--- config.mk ---
export PLATFORM = sky130hd
export DESIGN_NAME = sc_postproc
export DESIGN_NICKNAME = d
export VERILOG_FILES = /design/src/rtl/sc_pkg.sv /design/src/rtl/sc_cfg_shadow.sv /design/src/rtl/sc_postproc.sv
export SDC_FILE = /design/constraint.sdc
export NUM_CORES = 1
export LEC_CHECK = 0
export BUFFER_PORTS_ARGS = -buffer_cell sky130_fd_sc_hd__buf_4
export CORE_MARGIN = 2
export CORE_UTILIZATION = 40
export DETAILED_ROUTE_END_ITERATION = 10
export GPL_TIMING_DRIVEN = 1
export SKIP_CTS_REPAIR_TIMING = 1
export SLEW_MARGIN = 20
export SYNTH_ARGS = -nofsm -noshare
export SYNTH_HDL_FRONTEND = slang
export SYNTH_SLANG_ARGS = --single-unit
export TNS_END_PERCENT = 50
--- constraint.sdc ---
create_clock -name PCLK_out -period 2.92 [get_ports PCLK_out]
set_clock_uncertainty 0.05 [all_clocks]
set_input_delay 0.146 -clock PCLK_out [delete_from_list [all_inputs] [get_ports PCLK_out]]
set_output_delay 0.146 -clock PCLK_out [all_outputs]
set_load 0.01 [all_outputs]
--- src/rtl/sc_pkg.sv ---
// Shared types, constants and arithmetic helpers for the scan-converter output post-processing path.
package sc_pkg;

  typedef enum logic [1:0] {
    SL_OFF = 2'd0,
    SL_H   = 2'd1,
    SL_V   = 2'd2,
    SL_HV  = 2'd3
  } sl_mode_e;

  typedef struct packed {
    logic [10:0] h_start;
    logic [10:0] h_end;
    logic [10:0] v_start;
    logic [10:0] v_end;
  } win_t;

  localparam bit SYNC_POL_DEFAULT = 1'b0;
  localparam int PP_LATENCY       = 4;

  // MSB replication, cycling through the source bits until out_bits are produced.
  function automatic logic [15:0] expand_depth(input logic [15:0] x, input int in_bits,
                                               input int out_bits);
    logic [15:0] r;
    r = '0;
    for (int i = 0; i < out_bits; i++) begin
      r = (r << 1) | ((x >> (in_bits - 1 - (i % in_bits))) & 16'd1);
    end
    return r;
  endfunction

  function automatic logic [15:0] sl_strength(input logic [3:0] str, input int out_bits);
    return ((16'(str) + 16'd1) << (out_bits - 4)) - 16'd1;
  endfunction

  function automatic logic [15:0] sat_sub(input logic [15:0] a, input logic [15:0] b);
    return (a > b) ? (a - b) : 16'd0;
  endfunction

endpackage

--- src/rtl/sc_cfg_shadow.sv ---
// Double-buffered configuration: writes land in a shadow set that is copied to the
// active set only when a swap request arrives while an update is pending.
module sc_cfg_shadow #(
  parameter int W = 8
) (
  input  logic         PCLK_out,
  input  logic         reset_n,
  input  logic         cfg_update,
  input  logic [W-1:0] cfg_in,
  input  logic         swap,
  output logic [W-1:0] cfg_act,
  output logic         cfg_pending
);

  logic [W-1:0] shadow_reg;

  // A write coinciding with a swap applies the old shadow and leaves the new one pending.
  always_ff @(posedge PCLK_out or negedge reset_n) begin
    if (!reset_n) begin
      shadow_reg  <= '0;
      cfg_act     <= '0;
      cfg_pending <= 1'b0;
    end else begin
      if (cfg_update) shadow_reg <= cfg_in;
      if (swap && cfg_pending) cfg_act <= shadow_reg;
      if (cfg_update) cfg_pending <= 1'b1;
      else if (swap) cfg_pending <= 1'b0;
    end
  end

endmodule

--- src/rtl/sc_postproc.sv ---
// Four-stage output post-processing: depth expansion, H/V scanlines and border masking,
// with per-frame double-buffered configuration swapped on the VSYNC leading edge.
module sc_postproc
  import sc_pkg::*;
#(
  parameter int IN_BITS  = 5,
  parameter int OUT_BITS = 8,
  parameter int ID_BITS  = 3,
  parameter int NUM_IDS  = 5,
  parameter bit SYNC_POL = SYNC_POL_DEFAULT
) (
  input  logic                PCLK_out,
  input  logic                reset_n,
  input  logic [IN_BITS-1:0]  R_in,
  input  logic [IN_BITS-1:0]  G_in,
  input  logic [IN_BITS-1:0]  B_in,
  input  logic                HSYNC_in,
  input  logic                VSYNC_in,
  input  logic                DE_in,
  input  logic [10:0]         hcnt,
  input  logic [10:0]         vcnt,
  input  logic [ID_BITS-1:0]  line_id,
  input  logic [ID_BITS-1:0]  col_id,
  input  logic [1:0]          cfg_sl_mode,
  input  logic [3:0]          cfg_sl_str,
  input  logic [NUM_IDS-1:0]  cfg_sl_lines,
  input  logic [3:0]          cfg_mask_br,
  input  logic [10:0]         cfg_h_start,
  input  logic [10:0]         cfg_h_end,
  input  logic [10:0]         cfg_v_start,
  input  logic [10:0]         cfg_v_end,
  input  logic                cfg_update,
  output logic                cfg_pending,
  output logic [OUT_BITS-1:0] R_out,
  output logic [OUT_BITS-1:0] G_out,
  output logic [OUT_BITS-1:0] B_out,
  output logic                HSYNC_out,
  output logic                VSYNC_out,
  output logic                DE_out
);

  localparam int CFG_W = 2 + 4 + NUM_IDS + 4 + $bits(win_t);
  localparam int NLP   = 2 ** ID_BITS;
  localparam int NCH   = 3;

  logic [CFG_W-1:0]   cfg_in, cfg_act;
  logic [1:0]         act_mode;
  logic [3:0]         act_str;
  logic [NUM_IDS-1:0] act_lines;
  logic [3:0]         act_br;
  win_t               act_win;
  logic [NLP-1:0]     lines_pad;
  logic               vs_edge, mask_c, hit_c;
  logic [OUT_BITS-1:0] str_c;

  logic               s1_hs, s1_vs, s1_de, s1_mask, s1_hit;
  logic [OUT_BITS-1:0] s1_str;
  logic [3:0]         s1_br;
  logic               s2_hs, s2_vs, s2_de, s2_mask, s2_hit;
  logic [OUT_BITS-1:0] s2_str;
  logic [3:0]         s2_br;
  logic               s3_hs, s3_vs, s3_de, s3_mask;
  logic [3:0]         s3_br;
  logic [OUT_BITS-1:0] br_ext;

  logic [IN_BITS-1:0]  pix_in  [NCH];
  logic [IN_BITS-1:0]  s1_pix  [NCH];
  logic [OUT_BITS-1:0] s2_pix  [NCH];
  logic [OUT_BITS-1:0] s3_pix  [NCH];
  logic [OUT_BITS-1:0] out_pix [NCH];

  assign cfg_in = {cfg_sl_mode, cfg_sl_str, cfg_sl_lines, cfg_mask_br,
                   cfg_h_start, cfg_h_end, cfg_v_start, cfg_v_end};
  assign {act_mode, act_str, act_lines, act_br, act_win} = cfg_act;

  // Leading edge: input at the active level while the stage-1 copy is still inactive.
  assign vs_edge = (VSYNC_in == SYNC_POL) && (s1_vs != SYNC_POL);

  sc_cfg_shadow #(.W(CFG_W)) u_cfg_shadow (
    .PCLK_out    (PCLK_out),
    .reset_n     (reset_n),
    .cfg_update  (cfg_update),
    .cfg_in      (cfg_in),
    .swap        (vs_edge),
    .cfg_act     (cfg_act),
    .cfg_pending (cfg_pending)
  );

  // line_id values beyond the mask width never select a scanline.
  for (genvar gi = 0; gi < NLP; gi++) begin : g_lines
    if (gi < NUM_IDS) begin : g_on
      assign lines_pad[gi] = act_lines[gi];
    end else begin : g_off
      assign lines_pad[gi] = 1'b0;
    end
  end

  assign mask_c = DE_in & ((hcnt < act_win.h_start) | (hcnt >= act_win.h_end) |
                           (vcnt < act_win.v_start) | (vcnt >= act_win.v_end));
  assign hit_c  = (((act_mode == SL_H) || (act_mode == SL_HV)) && lines_pad[line_id]) ||
                  (((act_mode == SL_V) || (act_mode == SL_HV)) && (col_id == '0));
  assign str_c  = OUT_BITS'(sl_strength(act_str, OUT_BITS));
  assign br_ext = OUT_BITS'(s3_br) << (OUT_BITS - 4);

  // Config-derived controls travel with each pixel so a swap never splits a pixel's treatment.
  always_ff @(posedge PCLK_out or negedge reset_n) begin
    if (!reset_n) begin
      s1_hs <= ~SYNC_POL; s1_vs <= ~SYNC_POL; s1_de <= 1'b0; s1_mask <= 1'b0; s1_hit <= 1'b0;
      s1_str <= '0; s1_br <= '0;
      s2_hs <= ~SYNC_POL; s2_vs <= ~SYNC_POL; s2_de <= 1'b0; s2_mask <= 1'b0; s2_hit <= 1'b0;
      s2_str <= '0; s2_br <= '0;
      s3_hs <= ~SYNC_POL; s3_vs <= ~SYNC_POL; s3_de <= 1'b0; s3_mask <= 1'b0; s3_br <= '0;
      HSYNC_out <= ~SYNC_POL; VSYNC_out <= ~SYNC_POL; DE_out <= 1'b0;
    end else begin
      s1_hs <= HSYNC_in; s1_vs <= VSYNC_in; s1_de <= DE_in; s1_mask <= mask_c; s1_hit <= hit_c;
      s1_str <= str_c; s1_br <= act_br;
      s2_hs <= s1_hs; s2_vs <= s1_vs; s2_de <= s1_de; s2_mask <= s1_mask; s2_hit <= s1_hit;
      s2_str <= s1_str; s2_br <= s1_br;
      s3_hs <= s2_hs; s3_vs <= s2_vs; s3_de <= s2_de; s3_mask <= s2_mask; s3_br <= s2_br;
      HSYNC_out <= s3_hs; VSYNC_out <= s3_vs; DE_out <= s3_de;
    end
  end

  assign pix_in[0] = R_in;
  assign pix_in[1] = G_in;
  assign pix_in[2] = B_in;

  for (genvar gi = 0; gi < NCH; gi++) begin : g_ch
    always_ff @(posedge PCLK_out or negedge reset_n) begin
      if (!reset_n) begin
        s1_pix[gi]  <= '0;
        s2_pix[gi]  <= '0;
        s3_pix[gi]  <= '0;
        out_pix[gi] <= '0;
      end else begin
        s1_pix[gi]  <= pix_in[gi];
        s2_pix[gi]  <= OUT_BITS'(expand_depth(16'(s1_pix[gi]), IN_BITS, OUT_BITS));
        s3_pix[gi]  <= s2_hit ? OUT_BITS'(sat_sub(16'(s2_pix[gi]), 16'(s2_str))) : s2_pix[gi];
        out_pix[gi] <= !s3_de ? '0 : (s3_mask ? br_ext : s3_pix[gi]);
      end
    end
  end

  assign R_out = out_pix[0];
  assign G_out = out_pix[1];
  assign B_out = out_pix[2];

endmodule

==> results.sh, run 1 <==
export IMPL_status="completed"
export IMPL_cp_slowest_cell="dfrtp_1"
export IMPL_clk_pin_slew_ps=60
export IMPL_root_buffer="clkbuf_16"
export IMPL_swShare_pct=27.41
export IMPL_dr_pass1_iters=4
export IMPL_fin_crit_sh_pct=83.40
export IMPL_pwr_share_clk_pct=33.1
export IMPL_synthFlopType="dfrtp_1"
export IMPL_intPower_mw=6.635
export IMPL_finalWirelength_um=20050
export IMPL_crit_cells=7
export IMPL_ys_seq_area_share_pct=57.79
export IMPL_finalNonFillerCells=1355
export IMPL_detail_route_antenna_nets=0
export IMPL_synth_area_um2=10240
export IMPL_syn_inst=780
export IMPL_p_sw_mw=2.506
export IMPL_start_util_pct=40.65
export IMPL_numPortBuffers=135
export IMPL_die_area_um2=26890
export IMPL_cp_max_fo=12
export IMPL_pwr_share_comb_pct=22.8
export IMPL_vias=6498
export IMPL_relSlewSlack_pct=45.60
export IMPL_ys_warn_count=0
export IMPL_cts_buffer_depth=3
export IMPL_crit_family="compound AO/OA/AOI/OAI gates"
export IMPL_areaGrowthSynthToFinish_pct=29.47
export IMPL_rrSetupSlack_ps=480
export IMPL_worstPathArrival_ps=2750
export IMPL_multi_input_area_um2=3933
export IMPL_dp_hpwl_um=13770
export IMPL_antenna_found_initial=0
export IMPL_fin_tns_setup_ps=0
export IMPL_drtIter0Drc=247
export IMPL_final_util_pct=52.63
export IMPL_final_hold_viol_count=0
export IMPL_peakVddDrop_uv=382.2
export IMPL_maxCapViolations=0
export IMPL_reg2reg_depth=7
export IMPL_synth_top_area_share_pct=55.74
export IMPL_power_frac_seq_pct=44.1
export IMPL_overflow=0
export IMPL_ys_types=59
export IMPL_max_freq_mhz=410.6
export IMPL_synth_area_per_cell_um2=13.12
export IMPL_async_reset_ff_share_pct=100.0
export IMPL_die_w_um=164.0
export IMPL_hold_slack_ps=126.9
export IMPL_drive_above_1_share_pct=31.41
export IMPL_finalMaxSlewViolations=0
export IMPL_start_kind="flop"
export IMPL_fp_coreArea_um2=25180
export IMPL_synth_nets=959
export IMPL_synth_edf_count=0
export IMPL_crit_path_end_kind="flop"
export IMPL_rsz0062_at_grt="false"
export IMPL_regArea_um2=5916
export IMPL_antenna_cells=0
export IMPL_clk_latency_ps=520
export IMPL_die_h_um=164.0
export IMPL_worstMarginPinSlew_ps=816.1
export IMPL_grt_pass1_vias=6314
export IMPL_grt_pass1_wl_um=31930
export IMPL_ys_ff_latch=236
export IMPL_hold_depth=5
export IMPL_htree_levels=1
export IMPL_period_needed_ps=2435
export IMPL_critPathRequiredTime_ps=3230
export IMPL_cts_tree="yes"
export IMPL_rows=58
export IMPL_timing_final_ws_setup_ps=484.7
export IMPL_grt_max_degree=80
export IMPL_clock_sinks=236
export IMPL_synth_most_common_cell="dfrtp_1"
export IMPL_startpoint="s2_str[3]"
export IMPL_path_buf_inv=1
export IMPL_grt_usage_pct=14.85
export IMPL_ys_top_cells_by_count="228 x dfrtp_1, 118 x mux2_2, 79 x inv_1"
export IMPL_r2r_start="s2_str[3]"
export IMPL_num_io_pins=136
export IMPL_critPathCapture="s3_pix[1]"
export IMPL_fill_cells=2166
export IMPL_dp_slack_ps=463.7
export IMPL_finalNetCount=1187
export IMPL_hp_class="in -> reg"
export IMPL_timing_rr_end="s3_pix[1]"
export IMPL_dp_cells=1230
export IMPL_setup_viol=0
export IMPL_drc=0
export IMPL_powerDensity_nw_per_um2=689.8
export IMPL_p_leak_nw=6.256
export IMPL_gp_congestion=0.8587
export IMPL_ys_top_cells_by_area="dfrtp_1 56%, mux2_2 13%, ha_1 8.3%"
export IMPL_cts_buffers=25
export IMPL_critical_path_cell_chain="inv_1 > ha_1 > a21o_1 > a21oi_2 > o21bai_2 > o221ai_4 > o22ai_1"
export IMPL_cp_slowest_stage_delay_ps=430
export IMPL_yosysTopAreaCell="dfrtp_1"
export IMPL_vias_per_cell=4.796
export IMPL_wl_per_cell_um=14.80
export IMPL_crit_type="reg -> reg"
## stage by stage
stage	cell area [µm²]	total power, mW
after floorplan	10240	5.448
after global routing	13250	9.728
after global placement	11650	6.063
final	13250	9.141
after detailed placement	11650	6.096
after CTS	12440	9.176
## power groups by stage
stage          logic (mW)  clock network, mW  registers (mW)
2_1_floorplan        1.44                  0            4.01
3_3_place_gp         1.98                  0            4.09
3_5_place_dp         2.00                  0            4.10
4_1_cts              2.01               3.13            4.04
5_1_grt              2.35               3.28            4.09
6_report             2.08               3.03            4.03
## cell type report
class                      instances  share of cell area [%]
sequential                       236                   44.64
multi-input combinational        445                   29.67
timing repair buffer             221                   14.39
clock buffer                      36                   5.410
tap                              330                   3.116
inverter                          79                   2.238
clock inverter                     8                  0.5381
## per-layer routing
layer | vias to the layer above | GRT usage [%] | wire [µm]
li1 | 3171 | - | -
met1 | 3180 | 19.46 | 8773
met2 | 124 | 25.48 | 10040
met3 | 23 | 2.929 | 969
met4 | 0 | 3.429 | 265
met5 | - | 0 | 0
## cell families (layout without fill, tap and decap cells)
group,Yosys count,after routing,synth area share [%]
other,1,1,0.03664
buffers and inverters,99,344,3.789
muxes,119,119,13.08
xor gates and xnor gates,17,17,1.455
DFF,236,236,57.79
and+or+nand+nor,116,116,6.332
adders and majority gates,71,71,8.899
AOI/OAI and AO/OA,121,121,8.618
## worst min-delay path, cell delays in order
cell	delay [ps]
buf_4	90
ha_1	130
nor2_1	40
o211ai_1	90
a41oi_1	140
## cells in the final DEF, fill, tap and decap left out, types with 3 or more instances in the layout
cell	count
clkbuf_1	6
clkbuf_16	25
buf_12	3
o211a_1	3
nand4_1	9
nor2_1	15
a21oi_2	3
nand3_1	6
ha_1	68
buf_4	136
dfrtp_1	228
mux2_2	118
o21ai_1	6
nor3_1	6
clkinv_2	5
o211ai_1	3
nor4_1	3
inv_1	79
nor3b_1	3
o22ai_1	13
nand2b_1	23
a21oi_1	18
o31ai_1	4
a21o_1	12
nor2b_1	6
xnor2_1	13
nand2_1	22
o21ai_0	20
and2_1	12
dlygate4sd3_1	81
a21boi_0	12
o2111a_1	3
clkbuf_8	5
dfstp_2	8
fa_1	3
xor2_1	4
## worst min-delay path by stage
stage	from	slack [ps]	to
global placement	reset_n	120	R_out[2]
finish	hcnt[6]	130	s1_mask
CTS	reset_n	-440	R_out[2]
global route	hcnt[6]	140	s1_mask
floorplan	reset_n	-200	B_out[0]
detailed placement	reset_n	120	R_out[2]
Power figures use the tool's default switching activity.
==> run 2, diff against run 1 <==
- clock period: 2.92 -> 2.2 ns (I/O delays scaled with it)
==> run 2 against run 1 <==
Effect of this change: core utilization up 1.9 points; non-clock buffer count up 28; combinational power is 44% higher; critical endpoint is now s3_pix[7].
==> results.sh, run 2 (synthesized netlist as in run 1, its figures left out) <==
export IMPL_status="completed"
export IMPL_overflow=0
export IMPL_drive_above_1_share_pct=35.32
export IMPL_fin_tns_setup_ps=0
export IMPL_htree_levels=1
export IMPL_cts_tree="yes"
export IMPL_final_hold_viol_count=0
export IMPL_reg2reg_depth=10
export IMPL_detail_route_antenna_nets=0
export IMPL_critical_path_cell_chain="buf_4 > ha_1 > inv_1 > fa_2 > a21o_1 > a21oi_4 > o21bai_2 > o221ai_4 > buf_12 > o31ai_2"
export IMPL_dp_hpwl_um=14770
export IMPL_fp_coreArea_um2=25180
export IMPL_layout_common_cells="228 x dfrtp_1, 156 x buf_4, 118 x mux2_2"
export IMPL_p_leak_nw=6.477
export IMPL_hp_class="in -> async"
export IMPL_cp_max_fo=8
export IMPL_root_buffer="clkbuf_16"
export IMPL_wl_per_cell_um=14.91
export IMPL_num_io_pins=136
export IMPL_fin_crit_sh_pct=95.86
export IMPL_grt_usage_pct=15.40
export IMPL_grt_pass1_vias=6555
export IMPL_cts_buffers=27
export IMPL_worstMarginPinSlew_ps=562.3
export IMPL_dr_pass1_iters=4
export IMPL_start_kind="flop"
export IMPL_drc=0
export IMPL_drtIter0Drc=238
export IMPL_rsz0062_at_grt="true"
export IMPL_peakVddDrop_uv=565.0
export IMPL_grt_pass1_wl_um=33140
export IMPL_die_h_um=164.0
export IMPL_grt_max_degree=72
export IMPL_die_w_um=164.0
export IMPL_antenna_found_initial=0
export IMPL_clk_latency_ps=530
export IMPL_period_needed_ps=2109
export IMPL_hold_slack_ps=32.36
export IMPL_antenna_cells=0
export IMPL_finalNetCount=1217
export IMPL_rows=58
export IMPL_vias_per_cell=4.739
export IMPL_crit_path_end_kind="flop"
export IMPL_powerDensity_nw_per_um2=919.9
export IMPL_cts_buffer_depth=3
export IMPL_clock_sinks=236
export IMPL_clk_pin_slew_ps=60
export IMPL_relSlewSlack_pct=62.44
export IMPL_cp_slowest_stage_delay_ps=400
export IMPL_finish_instance_area_um2=13730
export IMPL_placed_area_um2=11890
export IMPL_maxCapViolations=0
export IMPL_cp_slowest_cell="dfrtp_1"
export IMPL_vias=6583
export IMPL_die_area_um2=26890
export IMPL_final_common_cell="dfrtp_1"
export IMPL_critPathRequiredTime_ps=2570
export IMPL_gp_congestion=0.8392
export IMPL_max_freq_mhz=474.2
export IMPL_crit_type="reg -> reg"
export IMPL_finalWirelength_um=20710
export IMPL_worstPathArrival_ps=2480
export IMPL_timing_final_ws_setup_ps=90.98
export IMPL_finalMaxSlewViolations=0
export IMPL_areaGrowthSynthToFinish_pct=34.14
export IMPL_setup_viol=0
export IMPL_numPortBuffers=135
export IMPL_start_util_pct=40.65
export IMPL_dp_slack_ps=13.85
run 2: power breakdown:
| part | switching [mW] | leakage [nW] | internal (mW) | total (mW) |
|---|---|---|---|---|
| sequential | 0.327 | 2.80 | 5.02 | 5.35 |
| combinational | 1.45 | 3.24 | 1.55 | 3.00 |
| clock | 1.70 | 0.431 | 2.58 | 4.28 |
| total | 3.48 | 6.48 | 9.15 | 12.6 |
run 2: critical path: cells and delay by family (launching register included):
family / cells / cell delay (ps)
compound gates: 5 / 740
flops: 1 / 400
fa+ha+maj: 2 / 400
buf+inv: 3 / 410
run 2: area by class of cell:
cell class | instances | area (µm²)
Clock buffer | 40 | 784.5
Tap cell | 330 | 412.9
Fill cell | 2123 | 11450
Multi-Input combinational cell | 445 | 4045
Timing Repair Buffer | 249 | 2191
Inverter | 79 | 296.5
Sequential cell | 236 | 5916
Clock inverter | 10 | 85.08
run 2: final timing paths:
path	from	to	slack [ps]
max	s2_str[3]	s3_pix[7]	90
min	reset_n	s1_pix[1]	30
max reg2reg	s2_str[3]	s3_pix[7]	90
min reg2reg	s2_br[0]	s3_br[0]	290
max in group asynchronous	reset_n	HSYNC_out	1380
min in group PCLK_out	hcnt[6]	s1_mask	60
run 2: through the flow:
stage / util [%] / power, mW / cells
finish: 54.53 / 12.63 / 1389
global route: 54.53 / 13.46 / 1389
CTS: 50.68 / 12.57 / 1305
detailed placement: 47.22 / 8.217 / 1255
global placement: 47.22 / 8.161 / 1255
floorplan: - / 7.231 / 780
run 2: per-layer routing:
layer | GRT usage (%) | part of all wire (%) | vias to the layer above
li1 | - | - | 3225
met1 | 19.94 | 44 | 3205
met2 | 26.01 | 49 | 120
met3 | 3.283 | 4.6 | 33
met4 | 4.625 | 2.5 | 0
met5 | 0 | 0 | -
==> run 3, diff against run 2 <==
- ABC_AREA: unset -> 1
==> run 3 against run 2 <==
Effect of this change: the flow now finishes with violations (hold timing); clock power rose by 13%; synthesized area rose by 0.32%; register-to-register slack improved by 120 ps; critical path type unchanged.
==> results.sh, run 3 <==
export IMPL_period_needed_ps=1991
export IMPL_dp_slack_ps=70.83
export IMPL_fin_tns_setup_ps=0
export IMPL_async_reset_ff_share_pct=100.0
export IMPL_synth_nets=1260
export IMPL_synth_most_common_cell="nand2_1"
export IMPL_vias_per_cell=4.459
export IMPL_reg2reg_depth=9
export IMPL_gp_congestion=0.8163
export IMPL_placed_area_um2=11690
export IMPL_grt_max_degree=119
export IMPL_drive_above_1_share_pct=16.54
export IMPL_yosysTopAreaCell="dfrtp_1"
export IMPL_ys_types=31
export IMPL_syn_inst=1081
export IMPL_dp_cells=1521
export IMPL_dr_pass1_iters=4
export IMPL_holdPathEnd="u_cfg_shadow.shadow_reg[13]"
export IMPL_overflow=0
export IMPL_clock_sinks=236
export IMPL_die_area_um2=26970
export IMPL_synth_top_area_share_pct=55.56
export IMPL_grt_pass1_wl_um=34320
export IMPL_relSlewSlack_pct=63.21
export IMPL_fin_total_pwr_mw=12.23
export IMPL_powerDensity_nw_per_um2=903.7
export IMPL_crit_path_end_kind="flop"
export IMPL_hold_depth=3
export IMPL_synthFlopType="dfrtp_1"
export IMPL_numPortBuffers=135
export IMPL_max_freq_mhz=502.2
export IMPL_setup_viol=0
export IMPL_r2r_start="s2_str[3]"
export IMPL_vias=7380
export IMPL_finalNetCount=1484
export IMPL_clk_pin_slew_ps=60
export IMPL_rsz0062_at_grt="false"
export IMPL_areaGrowthSynthToFinish_pct=31.80
export IMPL_rrSetupSlack_ps=210
export IMPL_cts_buffers=27
export IMPL_start_kind="flop"
export IMPL_maxCapViolations=0
export IMPL_timing_final_ws_setup_ps=208.9
export IMPL_final_hold_viol_count=2
export IMPL_cts_buffer_depth=3
export IMPL_failed_checks="hold timing"
export IMPL_num_io_pins=136
export IMPL_dp_hpwl_um=14580
export IMPL_finalMaxSlewViolations=0
export IMPL_p_leak_nw=7.019
export IMPL_synth_edf_count=0
export IMPL_crit_type="reg -> reg"
export IMPL_antenna_found_initial=1
export IMPL_cp_max_fo=12
export IMPL_critPathRequiredTime_ps=2530
export IMPL_finalNonFillerCells=1655
export IMPL_htree_levels=1
export IMPL_synth_area_um2=10270
export IMPL_grt_usage_pct=15.82
export IMPL_wl_per_cell_um=12.74
export IMPL_hp_class="in -> reg"
export IMPL_start_util_pct=40.78
export IMPL_ys_top_cells_by_area="dfrtp_1 56%, nand2_1 10%, ha_1 8.3%"
export IMPL_root_buffer="clkbuf_16"
export IMPL_fin_crit_sh_pct=90.51
export IMPL_cts_tree="yes"
export IMPL_ys_seq_area_share_pct=57.61
export IMPL_fill_cells=2254
export IMPL_clk_latency_ps=520
export IMPL_peakVddDrop_uv=545.4
export IMPL_ys_ff_latch=236
export IMPL_grt_pass1_vias=6945
export IMPL_ys_top_cells_by_count="283 x nand2_1, 228 x dfrtp_1, 179 x inv_1"
export IMPL_detail_route_antenna_nets=0
export IMPL_timing_rr_end="s3_pix[21]"
export IMPL_rows=58
export IMPL_worstPathArrival_ps=2330
export IMPL_finalWirelength_um=21090
export IMPL_worstMarginPinSlew_ps=551.8
export IMPL_drtIter0Drc=326
export IMPL_hold_slack_ps=-4.321
export IMPL_status="finished, violations left"
export IMPL_synth_area_per_cell_um2=9.499
export IMPL_die_w_um=164.2
export IMPL_ys_warn_count=0
export IMPL_fp_coreArea_um2=25180
export IMPL_drc=0
export IMPL_min_delay_start="cfg_update"
export IMPL_layout_common_cells="283 x nand2_1, 227 x dfrtp_1, 178 x inv_1"
export IMPL_final_common_cell="nand2_1"
export IMPL_finish_instance_area_um2=13530
export IMPL_die_h_um=164.2
run 3: cell types whose count changed after synthesis, sizes merged, moves of 16 or more:
cell,previous run,this run
o21ai,26,135
clkbuf,7,23
nand2b,23,0
nand3,6,37
nand2,22,285
mux2,118,0
inv,79,183
run 3: layout make-up:
cell class	count	area [µm²]	share of cell area (%)
Clock buffer	35	755.7	5.584
Inverter	183	690.7	5.103
Antenna cell	1	2.502	0.01849
Timing Repair Buffer	226	1989	14.70
Sequential cell	236	5917	43.72
Tap cell	330	412.9	3.051
Clock inverter	13	221.5	1.636
Multi-Input combinational cell	631	3545	26.19
run 3: worst max-delay path by stage:
| stage | startpoint | end | slack, ps | cells past startpoint |
|---|---|---|---|---|
| floorplan | s2_str[3] | s3_pix[21] | 320 | 8 |
| global placement | s2_str[3] | s3_pix[21] | 110 | 8 |
| detailed placement | s2_str[3] | s3_pix[9] | 70 | 8 |
| CTS | s2_str[3] | s3_pix[21] | 50 | 8 |
| global route | s2_str[3] | s3_pix[6] | 70 | 9 |
| finish | s2_str[3] | s3_pix[21] | 210 | 9 |
run 3: cells by family (layout without fill, tap and decap cells):
logic type	count (synthesis)	count (layout)	synth area share, %
flip-flops	236	236	57.61
other	1	2	0.03652
AO/OA/AOI/OAI	179	179	9.504
adder cells (fa/ha/maj)	71	71	8.871
buffers and inverters	214	457	7.920
AND/OR/NAND/NOR	360	360	14.35
XOR/XNOR	20	20	1.706
run 3: critical path, cell delays in order, from the launching register on:
cell and delay [ps]:
dfrtp_2 420, clkinvlp_4 110, buf_12 150, fa_1 450, nand3_1 100, nand2_1 120, a21oi_2 200, a21oi_4 110
nand2_1 80, o21ai_1 60
run 3: routing by layer:
layer,global-route usage [%],vias up,part of all wire [%]
li1,-,3821,-
met1,21.48,3384,46
met2,25.62,137,47
met3,3.308,38,4.6
met4,4.665,0,2.2
met5,0,-,0
run 3: power by group:
part           switching, mW  internal (mW)  total (mW)
combinational           1.32          0.983        2.30
sequential             0.231           4.87        5.10
clock                   1.72           3.11        4.83
run 3: per-stage QoR:
step	hold WS [ps]	util [%]
finish	-4.321	53.75
global route	11.88	53.74
CTS	-613.2	50.30
detailed placement	-56.13	46.42
global placement	-52.98	46.42
floorplan	-235.6	-
